File: src/rtl/lu_seq_pkg.sv
// lu_seq_pkg: shared state encoding, coefficient slot indices and error codes.
// Revision 1.0 - initial release.
`default_nettype none

package lu_seq_pkg;

  localparam int NUM_COEF = 12;

  typedef enum logic [2:0] {
    ST_LOAD  = 3'd0,
    ST_READY = 3'd1,
    ST_RUN   = 3'd2,
    ST_DONE  = 3'd3,
    ST_ERR   = 3'd4
  } state_t;

  localparam logic [3:0] SLOT_A00 = 4'd0;
  localparam logic [3:0] SLOT_A01 = 4'd1;
  localparam logic [3:0] SLOT_A02 = 4'd2;
  localparam logic [3:0] SLOT_A10 = 4'd3;
  localparam logic [3:0] SLOT_A11 = 4'd4;
  localparam logic [3:0] SLOT_A12 = 4'd5;
  localparam logic [3:0] SLOT_A20 = 4'd6;
  localparam logic [3:0] SLOT_A21 = 4'd7;
  localparam logic [3:0] SLOT_A22 = 4'd8;
  localparam logic [3:0] SLOT_C0  = 4'd9;
  localparam logic [3:0] SLOT_C1  = 4'd10;
  localparam logic [3:0] SLOT_C2  = 4'd11;

  localparam logic [2:0] ERR_NONE = 3'b000;
  localparam logic [2:0] ERR_DBZ  = 3'b001;
  localparam logic [2:0] ERR_OVF  = 3'b010;
  localparam logic [2:0] ERR_FSM  = 3'b011;
  localparam logic [2:0] ERR_TMO  = 3'b100;

endpackage

`default_nettype wire

File: src/rtl/lu_coef_regfile.sv
// lu_coef_regfile: 12-entry write-indexed coefficient bank, flattened for the solver.
// Revision 1.0 - initial release.
`default_nettype none

module lu_coef_regfile
  import lu_seq_pkg::*;
#(
  parameter int DATA_W = 16
) (
  input  logic                       clk,
  input  logic                       rst,
  input  logic                       we,
  input  logic [3:0]                 waddr,
  input  logic [DATA_W-1:0]          wdata,
  output logic [NUM_COEF*DATA_W-1:0] coef_flat
);

  logic [DATA_W-1:0] bank [NUM_COEF];

  always_ff @(posedge clk) begin
    if (rst) begin
      for (int k = 0; k < NUM_COEF; k++) bank[k] <= '0;
    end else if (we) begin
      bank[waddr] <= wdata;
    end
  end

  for (genvar g = 0; g < NUM_COEF; g++) begin : g_flat
    assign coef_flat[g*DATA_W +: DATA_W] = bank[g];
  end

endmodule

`default_nettype wire

File: src/rtl/lu_solve_sequencer.sv
// lu_solve_sequencer: coefficient entry and run control for a 3x3 LU solver.
// Revision 1.0 - optional RUN timeout enabled by defining LU_SEQ_TIMEOUT_EN.
`default_nettype none

module lu_solve_sequencer
  import lu_seq_pkg::*;
#(
  parameter int TIMEOUT_CYCLES = 1024,
  parameter int DATA_W         = 16
) (
  input  logic                       clk,
  input  logic                       rst,
  input  logic                       entry_valid,
  input  logic [DATA_W-1:0]          entry_data,
  output logic                       entry_ready,
  output logic [3:0]                 entry_idx,
  input  logic                       start,
  input  logic                       clear,
  input  logic                       abort,
  output logic [NUM_COEF*DATA_W-1:0] coef_flat,
  output logic                       lu_en,
  input  logic                       lu_done,
  input  logic                       lu_err_ovf,
  input  logic                       lu_err_dbz,
  input  logic                       lu_err_fsm,
  input  logic [DATA_W-1:0]          x0,
  input  logic [DATA_W-1:0]          x1,
  input  logic [DATA_W-1:0]          x2,
  output logic [DATA_W-1:0]          res_x0,
  output logic [DATA_W-1:0]          res_x1,
  output logic [DATA_W-1:0]          res_x2,
  output logic                       busy,
  output logic                       done,
  output logic [2:0]                 err_code,
  output logic [2:0]                 state_out
);

  state_t     state;
  logic [2:0] err_q;
  logic [3:0] idx;
  logic       coef_we;

`ifdef LU_SEQ_TIMEOUT_EN
  localparam int CNT_W = $clog2(TIMEOUT_CYCLES + 1);
  logic [CNT_W-1:0] tcnt;
`endif

  // abort must also block the write that would otherwise land this cycle
  assign coef_we = (state == ST_LOAD) && entry_valid && !abort;

  lu_coef_regfile #(.DATA_W(DATA_W)) u_regfile (
    .clk       (clk),
    .rst       (rst),
    .we        (coef_we),
    .waddr     (idx),
    .wdata     (entry_data),
    .coef_flat (coef_flat)
  );

  always_ff @(posedge clk) begin
    if (rst) begin
      state  <= ST_LOAD;
      idx    <= '0;
      err_q  <= ERR_NONE;
      res_x0 <= '0;
      res_x1 <= '0;
      res_x2 <= '0;
`ifdef LU_SEQ_TIMEOUT_EN
      tcnt   <= '0;
`endif
    end else if (abort) begin
      state <= ST_LOAD;
      idx   <= '0;
      err_q <= ERR_NONE;
    end else begin
      case (state)
        ST_LOAD: begin
          if (entry_valid) begin
            if (idx == SLOT_C2) begin
              idx   <= '0;
              state <= ST_READY;
            end else begin
              idx <= idx + 4'd1;
            end
          end
        end
        ST_READY: begin
          if (start) begin
            state <= ST_RUN;
`ifdef LU_SEQ_TIMEOUT_EN
            tcnt  <= '0;
`endif
          end
        end
        ST_RUN: begin
          // errors outrank a simultaneous lu_done; lu_done outranks timeout
          if (lu_err_dbz) begin
            state <= ST_ERR;
            err_q <= ERR_DBZ;
          end else if (lu_err_ovf) begin
            state <= ST_ERR;
            err_q <= ERR_OVF;
          end else if (lu_err_fsm) begin
            state <= ST_ERR;
            err_q <= ERR_FSM;
          end else if (lu_done) begin
            state  <= ST_DONE;
            res_x0 <= x0;
            res_x1 <= x1;
            res_x2 <= x2;
`ifdef LU_SEQ_TIMEOUT_EN
          end else if (tcnt == CNT_W'(TIMEOUT_CYCLES - 1)) begin
            state <= ST_ERR;
            err_q <= ERR_TMO;
          end else begin
            tcnt <= tcnt + 1'b1;
`endif
          end
        end
        ST_DONE: begin
          if (clear) begin
            state <= ST_LOAD;
            idx   <= '0;
          end else if (start) begin
            state <= ST_RUN;
`ifdef LU_SEQ_TIMEOUT_EN
            tcnt  <= '0;
`endif
          end
        end
        ST_ERR: begin
          if (clear) begin
            state <= ST_LOAD;
            idx   <= '0;
            err_q <= ERR_NONE;
          end
        end
        default: begin
          state <= ST_LOAD;
          idx   <= '0;
          err_q <= ERR_NONE;
        end
      endcase
    end
  end

  assign entry_ready = (state == ST_LOAD);
  assign entry_idx   = idx;
  assign lu_en       = (state == ST_RUN);
  assign busy        = (state == ST_RUN);
  assign done        = (state == ST_DONE);
  assign err_code    = err_q;
  assign state_out   = state;

endmodule

`default_nettype wire
File: config.mk
export PLATFORM = sky130hd
export DESIGN_NAME = lu_solve_sequencer
export DESIGN_NICKNAME = d
export VERILOG_FILES = /design/src/rtl/lu_seq_pkg.sv /design/src/rtl/lu_coef_regfile.sv /design/src/rtl/lu_solve_sequencer.sv
export SDC_FILE = /design/constraint.sdc
export NUM_CORES = 1
export LEC_CHECK = 0
export CORE_MARGIN = 8
export CORE_UTILIZATION = 45
export DETAILED_ROUTE_END_ITERATION = 10
export PLACE_DENSITY = 0.9
export SLEW_MARGIN = 15
export SYNTH_ARGS = -nofsm -noshare
export SYNTH_HDL_FRONTEND = slang
export SYNTH_SLANG_ARGS = --single-unit
export TNS_END_PERCENT = 10
File: constraint.sdc
create_clock -name clk -period 2.55 [get_ports clk]
set_input_delay 0.3825 -clock clk [delete_from_list [all_inputs] [get_ports clk]]
set_output_delay 0.3825 -clock clk [all_outputs]
set_load 0.02 [all_outputs]
After elaboration in Yosys (flattened, before gate mapping):

Memories as Yosys holds them, arrays and structs flattened.
Index checks and enable logic that the tools add are counted.

* output and inout port bits: 254
* register bits after elaboration: 58
* memory bits (writable): 192
* memory bits (read-only): 0
* latch bits: 0
* memories: 1

Memory list
* u_regfile.bank: words 12, width 16, read ports 12, clocked after Yosys merged registers in 0, wr ports 12, RTL line lu_coef_regfile.sv:18 `logic [DATA_W-1:0] bank [NUM_COEF];`

* reductions and logical operators: 13
* equality and inequality tests: 11
* bitwise gates (word level): 6
* magnitude comparators: 0
* multiplexer cells: 26
* div/mod/pow operators: 0
* $add $sub $neg: 1
* multiply operators: 0
* shift-type cells: 0

Operator list (count)
* 3-bit 2-to-1 mux: 12
* 16-bit 2-to-1 mux: 1
* 4-bit 2-to-1 mux: 4
* 16-bit OR reduction: 1
* 3-bit case mux with 5 select lines: 1
* 4-bit case mux with 3 select lines: 1
* 3-bit case mux with 3 select lines: 1
* 3-bit by 2-bit == test with 1-bit output (second input constant): 2
* 1-bit 2-to-1 mux: 6
* 1-bit inverter: 6
* 3-bit AND reduction: 2
* 6-bit AND reduction: 1
* 2-bit OR reduction: 3
* 5-bit inequality test (second input constant): 1
* 4-bit by 1-bit adder with 4-bit output (second input constant): 1
* 4-bit == test (second input constant): 1
* 2-bit by 1-bit inequality test with 1-bit output (second input constant): 2
* 2-bit inequality test (second input constant): 2
* 4-bit inequality test (second input constant): 1
* 4-bit AND reduction: 1
* 3-bit by 1-bit == test with 1-bit output (second input constant): 1
* 3-bit == test (second input constant): 1
* 3-bit zero test: 1
* 3-bit OR reduction: 1
* 2 further kinds: 3

Depth between registers and ports, before layout:

Gate-level depths: netlist (run 1).

* word-level depth: 8
* mapped depth: 7
* gate-level depth less buffers: 4

Hierarchy:

From an unflattened synthesis (run 1), not the netlist that was laid out.

* cell total of the unflattened synthesis: 764
* area, all modules: 9545.4 µm²

By module, submodules not included
* lu_coef_regfile: area an instance 7298.2 µm², times used 1, cells each 483
* lu_solve_sequencer: area an instance 2247.2 µm², times used 1, cells each 281

Worst setup path before layout (run 1):

No wires, ideal clock.

* kind: reg-to-reg
* from: reg state[2] (netlist: state_out[2])
* to: mem u_regfile.bank[4][0] (enable)
* cell stages (with the launch flop): 5
* data required time: 2.183 ns
* library setup time: 0.367 ns
* arrival time: 1.932 ns
* path buffers: 1
* clock period less this slack: 2.299 ns
* path slack: 0.251 ns
* path through: dfxtp_1 buf_6 or4b_4 nor4_1 a21o_1

RTL lines
* start, declared: RTL line lu_solve_sequencer.sv:38 `state_t state;`
* start signal, assigned: RTL line lu_solve_sequencer.sv:62 `state <= ST_LOAD;`
* start signal, assigned: RTL line lu_solve_sequencer.sv:72 `state <= ST_LOAD;`
* start signal, assigned: RTL line lu_solve_sequencer.sv:81 `state <= ST_READY;`
* end, declared: RTL line lu_coef_regfile.sv:18

Final worst setup path (run 1):

* from: reg state[1] (netlist: state_out[1])
* to: out done

* longest elaborated chain between the ends: 1

RTL lines
* 3-bit by 2-bit == test with 1-bit output: RTL line lu_solve_sequencer.sv:151 `assign done = (state == ST_DONE);`
* end, declared: RTL line lu_solve_sequencer.sv:33 `output logic done,`

No other way between the ends.

==> run_results.csv, run 1 <==
group,metric,value,unit
outcome,outcome,"completed",
synthesis,synthXorXnorAreaFrac,0,%
synthesis,ys_seq_area_share,67.8,%
clock_tree,cts_setup_buffers,0,
timing,maxSlewHeadroom,49.5,%
timing,hold_viol_final,0,
layout,fin_nets,1200,
layout,area_growth,44.2,%
floorplanning,num_rows,55,
critical_path,cp_max_fo,9,
layout,final_layout_size_suffix_gt1_share,12.6,%
layout,diodes,0,
synthesis,synthMuxAreaShare,0.393,%
clock_tree,cts_root_buf,"clkbuf_16",
synthesis,syn_avg_cell_area,12.6,um2
synthesis,synth_top_family_by_area,"simple AND/OR/NAND/NOR gates",
worst_hold_path,hold_class,"in -> reg",
synthesis,synthSimpleGateAreaFrac,19.2,%
pwr,ir_worst_vdd,429,uV
clock_tree,numCtsBuffers,27,
timing,skew,0.0110,ns
synthesis,yosys.area_share.adder,0.491,%
critical_path,r2r_cells,5,
drt,ant_nets,0,
floorplanning,fp.dieH,166,um
critical_path,arrival,2.00,ns
floorplanning,core_area,22400,um2
pwr,power,8970,uW
grt,grt.total_usage,23.0,%
critical_path,r2r-end,"u_regfile.bank[6][4]",
drt,vias,7951,
worst_hold_path,hold_end,"res_x0[8]",
drt,wl_per_cell,23.3,um
critical_path,cp.required,2.17,ns
critical_path,rr_startpoint,"state_out[2]",
clock_tree,clockBufferDepth,3,
synthesis,synth-warning-count,0,
drt,drc,0,
grt,antenna_found_initial,0,
timing,rsz0062_at_grt,"false",
synthesis,synth_ff_type,"edfxtp_1",
pwr,p_leak,0.00487,uW
critical_path,cp-end-kind,"output port",
timing,fin_crit,2.38,ns
synthesis,synth_compound_area_share,7.91,%
drt,drt_wl_total,33.2,mm
floorplanning,start_util,45.4,%
timing,fmax,419,MHz
synthesis,synth-seq-cells,249,
drt,viasPerCell,5.57,
timing,maxSlewViolCount,0,
synthesis,synth_cell_types,42,
pwr,pwr_density_cell,610,nW/um2
placement,place.gp.congestion,0.809,
drt,dr.pass1.iters,5,
drt,drtIter0Drc,609,
clock_tree,clkLatencyLatePin,0.52,ns
floorplanning,die_w,166,um
critical_path,cp-start-kind,"flip-flop",
clock_tree,cts_tree,"done",
clock_tree,clock_sinks,249,
placement,dp_hpwl,23.9,mm
synthesis,syn_inst,806,
layout,fin_util,65.5,%
critical_path,path_class,"reg -> out",
job,cap_violations,0,
synthesis,syn_nets,884,
placement,io_buffers,326,
timing,tightest_slew,0.758,ns
grt,grt_pass1_wl,49.8,mm
synthesis,syn-cell-area,10200,um2
timing,setup_violations,0,
synthesis,synth_edf_count,192,
worst_hold_path,hp-start,"x0[8]",
synthesis,async_reset_ff_share,0,%
timing,setup_tns,0,ns
clock_tree,clkSlewWorstSetupHoldPaths,0.06,ns
grt,grt_start_max_net_pins,65,
grt,grt_pass1_vias,8092,
clock_tree,cts_max_level,1,
critical_path,reg2reg_slack,0.42,ns
worst_hold_path,whs_path_depth,3,
timing,fin_crit_sh,93.5,%
grt,grt.overflow.total,0,
floorplanning,boundaryPins,328,
floorplanning,fp.dieArea,27700,um2
-- timing repair --
item,in CTS,in global routing
setup endpoints to repair,2,0
gates resized for setup,2,0
hold buffers,0,0
-- synth_stat cells, drive strengths merged, types with 4 or more instances --
| master | n | area, um2 |
|---|---|---|
| nor3 | 4 | 20.0 |
| nand3 | 5 | 25.0 |
| edfxtp | 192 | 5770 |
| inv | 5 | 18.8 |
| clkbuf | 64 | 240 |
| buf | 10 | 158 |
| mux2i | 4 | 40.0 |
| nand4 | 51 | 319 |
| nand2 | 70 | 263 |
| o31ai | 48 | 360 |
| a21o | 12 | 90.1 |
| nor2 | 194 | 1180 |
| ha | 4 | 50.1 |
| dfxtp | 57 | 1140 |
| a21oi | 53 | 265 |
-- worst max path at each step --
stage,from,end,slack [ns],cells past startpoint
3_5_place_dp,entry_valid,u_regfile.bank[6][7],0.05,6
2_1_floorplan,state_out[2],u_regfile.bank[4][0],0.25,4
4_1_cts,state_out[1],done,0.16,3
6_report,state_out[1],done,0.17,3
3_3_place_gp,entry_valid,u_regfile.bank[7][8],0.02,6
5_1_grt,state_out[1],done,0.08,3
-- registers in the layout (all words and copies together) (netlist names) --
signal	flops
state_out	3
u_regfile.bank	192
err_code	2
res_x1	16
res_x2	16
res_x0	16
entry_idx	4
-- through the flow --
step	worst slack (ns)	instances	instance area (um2)	hold slack, ns
finish	0.166	1428	14700	0.419
global route	0.0793	1428	14700	0.407
CTS	0.164	1428	14700	0.404
detailed placement	0.0493	1378	13900	0.463
global placement	0.0222	1378	13900	0.453
floorplan	0.251	806	10200	0.527
-- cell families (layout without fill, tap and decap cells) --
kind of cell,after synthesis,in the layout
AO/OA/AOI/OAI,124,124
adder cells (fa/ha/maj),4,4
buffers and inverters,80,417
flip-flops,249,249
multiplexers,4,4
other,1,1
AND/OR/NAND/NOR,344,344
-- layout make-up --
type                            count  area [um2]
Inverter                            6        22.5
Clock inverter                     13        77.6
Multi-Input combinational cell    477        2870
Clock buffer                       37         737
Timing Repair Buffer              361        3720
Sequential cell                   249        6910
Tap cell                          285         357
Fill cell                        1581        7740
-- report_power, final --
part	switching [uW]	internal, uW	total, uW	leakage, uW
Sequential	45.6	4470	4520	0.00244
Combinational	489	361	851	0.00202
Clock	1570	2030	3600	0.000407
Total	2110	6860	8970	0.00487
-- cells in the final DEF (no fill, tap or decap), types with 2 or more instances in the layout --
cell type	n
a21o_1	12
a21oi_1	53
a31oi_1	2
and3_1	2
buf_12	16
buf_4	19
clkbuf_1	5
clkbuf_16	27
clkbuf_2	3
clkbuf_8	2
clkdlybuf4s50_1	323
clkinv_1	5
clkinv_2	6
dfxtp_1	57
dlygate4sd2_1	2
edfxtp_1	192
ha_1	4
inv_1	5
mux2i_1	4
nand2_1	70
nand2b_1	3
nand3_1	4
nand4_1	51
nor2_1	134
nor2_4	60
nor2b_1	2
nor3_1	3
o2111ai_1	2
o31ai_1	48
or3_1	3
-- metal layers --
layer / global-route usage, % / vias up / part of all wire, %
li1: - / 3542 / -
met1: 26.4 / 3841 / 36
met2: 39.0 / 498 / 48
met3: 8.58 / 70 / 12
met4: 8.34 / 0 / 3.7
met5: 0 / - / 0
-- critical path, stage by stage (launching register included) --
cell	delay, ns
dfxtp_1	0.47
buf_4	0.21
and3_1	0.15
clkdlybuf4s50_1	0.64
(Power assumes the default switching activity.)
==> run 2, diff against run 1 <==
--- a/config.mk
+++ b/config.mk
@@ -6,9 +6,10 @@
 export NUM_CORES = 1
 export LEC_CHECK = 0
 export CORE_MARGIN = 8
-export CORE_UTILIZATION = 45
+export CORE_UTILIZATION = 46
 export DETAILED_ROUTE_END_ITERATION = 10
-export PLACE_DENSITY = 0.9
+export PLACE_DENSITY = 0.92
+export RECOVER_POWER = 25
 export SLEW_MARGIN = 15
 export SYNTH_ARGS = -nofsm -noshare
 export SYNTH_HDL_FRONTEND = slang
==> run_results.csv, run 2 (synthesis results as in run 1) <==
group,metric,value,unit
floorplanning,fp.dieArea,27200,um2
timing,setup_violations,0,
clock_tree,clkSlewWorstSetupHoldPaths,0.06,ns
layout,n_fill_cell,1444,
critical_path,rr_startpoint,"state_out[2]",
grt,antenna_found_initial,0,
timing,skew,0.0121,ns
floorplanning,num_rows,54,
critical_path,cp_max_fo,10,
critical_path,cp_num_buf_inv,2,
timing,setup_tns,0,ns
layout,diodes,0,
critical_path,cp_slowest_cell,"clkdlybuf4s50_1",
outcome,outcome,"completed",
layout,largest_reg_flops,192,
grt,grt.overflow.total,0,
placement,dp_hpwl,23.5,mm
clock_tree,numCtsBuffers,26,
drt,drt_wl_total,33.0,mm
worst_hold_path,hp-start,"rst",
drt,ant_nets,0,
drt,wl_per_cell,23.3,um
placement,place.gp.congestion,0.801,
grt,grt.total_usage,23.3,%
critical_path,path_class,"reg -> out",
timing,hold_viol_final,0,
drt,vias,7964,
clock_tree,cts_root_buf,"clkbuf_16",
critical_path,cp-end-kind,"output port",
layout,final_layout_size_suffix_gt1_share,12.4,%
drt,drc,0,
critical_path,reg2reg_slack,0.26,ns
worst_hold_path,hold_class,"in -> reg",
timing,tightest_slew,1.01,ns
floorplanning,core_area,21800,um2
grt,grt_start_max_net_pins,65,
clock_tree,clock_sinks,249,
clock_tree,cts_setup_buffers,0,
timing,fmax,414,MHz
critical_path,r2r-end,"u_regfile.bank[2][7]",
critical_path,arrival,2.04,ns
worst_hold_path,hold_end,"res_x2[12]",
timing,fin_crit,2.42,ns
pwr,p_leak,0.00502,uW
worst_hold_path,whs_path_depth,2,
timing,fin_crit_sh,94.8,%
critical_path,r2r_cells,5,
clock_tree,clockBufferDepth,3,
floorplanning,start_util,46.8,%
clock_tree,cts_tree,"done",
floorplanning,die_w,165,um
drt,viasPerCell,5.61,
timing,worst_slack,0.132,ns
pwr,ir_worst_vdd,435,uV
clock_tree,clkLatencyLatePin,0.52,ns
floorplanning,fp.dieH,165,um
placement,dp_slack,0.111,ns
timing,maxSlewHeadroom,32.9,%
critical_path,cp_cell_sequence,"buf_4 > and3_1 > clkdlybuf4s50_1",
pwr,pwr_density_cell,625,nW/um2
critical_path,critPathTopFamily,"buffers and inverters",
layout,fin_nets,1199,
drt,dr.pass1.iters,5,
critical_path,cp-start-kind,"flip-flop",
layout,regMostFlops,"u_regfile.bank",
timing,rsz0062_at_grt,"false",
layout,final_cell_mix,"clkdlybuf4s50_1, edfxtp_1, nor2_1, dlygate4sd3_1, nand2_1",
layout,final_common_cell,"clkdlybuf4s50_1",
grt,grt_pass1_wl,48.5,mm
critical_path,crit_path_max_incr_delay,0.65,ns
grt,grt_pass1_vias,8022,
drt,drtIter0Drc,546,
layout,area_growth,44.8,%
placement,io_buffers,326,
clock_tree,cts_max_level,1,
critical_path,cp.required,2.17,ns
job,cap_violations,0,
timing,maxSlewViolCount,0,
floorplanning,boundaryPins,328,
==> run 2: changes by cell type in the layout (fill, tap and decap cells not counted), moves of 2 or more <==
cell and delta:
dlymetal6s2s_1 +2, buf_4 -4, dlygate4sd3_1 +87, clkinvlp_2 +3
dlygate4sd2_1 -2, clkinv_2 -5, clkinvlp_4 +2, clkbuf_2 -2
bufinv_16 +4, clkbuf_8 -2, clkdlybuf4s50_1 -87
==> run 2: report_power, final <==
group          internal (uW)  total [uW]  switching, uW
registers               4470        4510           43.5
clock network           2330        3880           1550
logic                    343         830            487
==> run 2: final cells by class <==
cell class	count	area [um2]	share of cell area, %
timing repair buffer	361	3730	25.3
tap	280	350	2.37
sequential	249	6910	46.8
multi-input combinational	477	2860	19.4
clock inverter	16	186	1.26
clock buffer	31	691	4.68
inverter	6	22.5	0.153
==> run 2: timing repair <==
action | in CTS | in global routing
setup endpoints to repair | 2 | 2
hold buffers | 0 | 0
gates cloned | 0 | 0
resized for setup | 1 | 2
==> run 2: how the worst max path moves through the flow <==
stage	from	endpoint	slack [ns]	depth (start not counted)
6_report	state_out[0]	done	0.13	3
5_1_grt	state_out[0]	done	0.04	3
4_1_cts	state_out[2]	lu_en	0.02	3
3_5_place_dp	entry_valid	u_regfile.bank[6][15]	0.11	5
3_3_place_gp	entry_valid	u_regfile.bank[7][1]	0.15	6
2_1_floorplan	state_out[2]	u_regfile.bank[4][0]	0.25	4
==> run 2: metrics by stage <==
step / cells / hold slack, ns / utilization [%] / cell area (um2) / total power, uW
6_report: 1420 / 0.226 / 67.8 / 14800 / 9230
5_1_grt: 1420 / 0.238 / 67.8 / 14800 / 9470
4_1_cts: 1420 / 0.198 / 67.9 / 14800 / 9300
2_1_floorplan: 806 / 0.527 / - / 10200 / 4930
3_5_place_dp: 1373 / 0.463 / 63.9 / 13900 / 5460
3_3_place_gp: 1373 / 0.453 / 63.9 / 13900 / 5430
==> run 2: metal layers <==
layer,vias to the layer above,global-route usage [%],wire length [um]
li1,3537,-,-
met1,3805,27.3,11500
met2,551,38.5,15500
met3,71,8.62,4610
met4,0,8.80,1340
met5,-,0,0
==> run 3, diff against run 2 <==
--- a/config.mk
+++ b/config.mk
@@ -7,7 +7,9 @@
 export LEC_CHECK = 0
 export CORE_MARGIN = 8
 export CORE_UTILIZATION = 46
+export CTS_CLUSTER_DIAMETER = 200
 export DETAILED_ROUTE_END_ITERATION = 10
+export HOLD_SLACK_MARGIN = 0.08
 export PLACE_DENSITY = 0.92
 export RECOVER_POWER = 25
 export SLEW_MARGIN = 15
==> results of run 3 <==
Same layout as run 2: the final DEF is identical, and so are final timing and power.
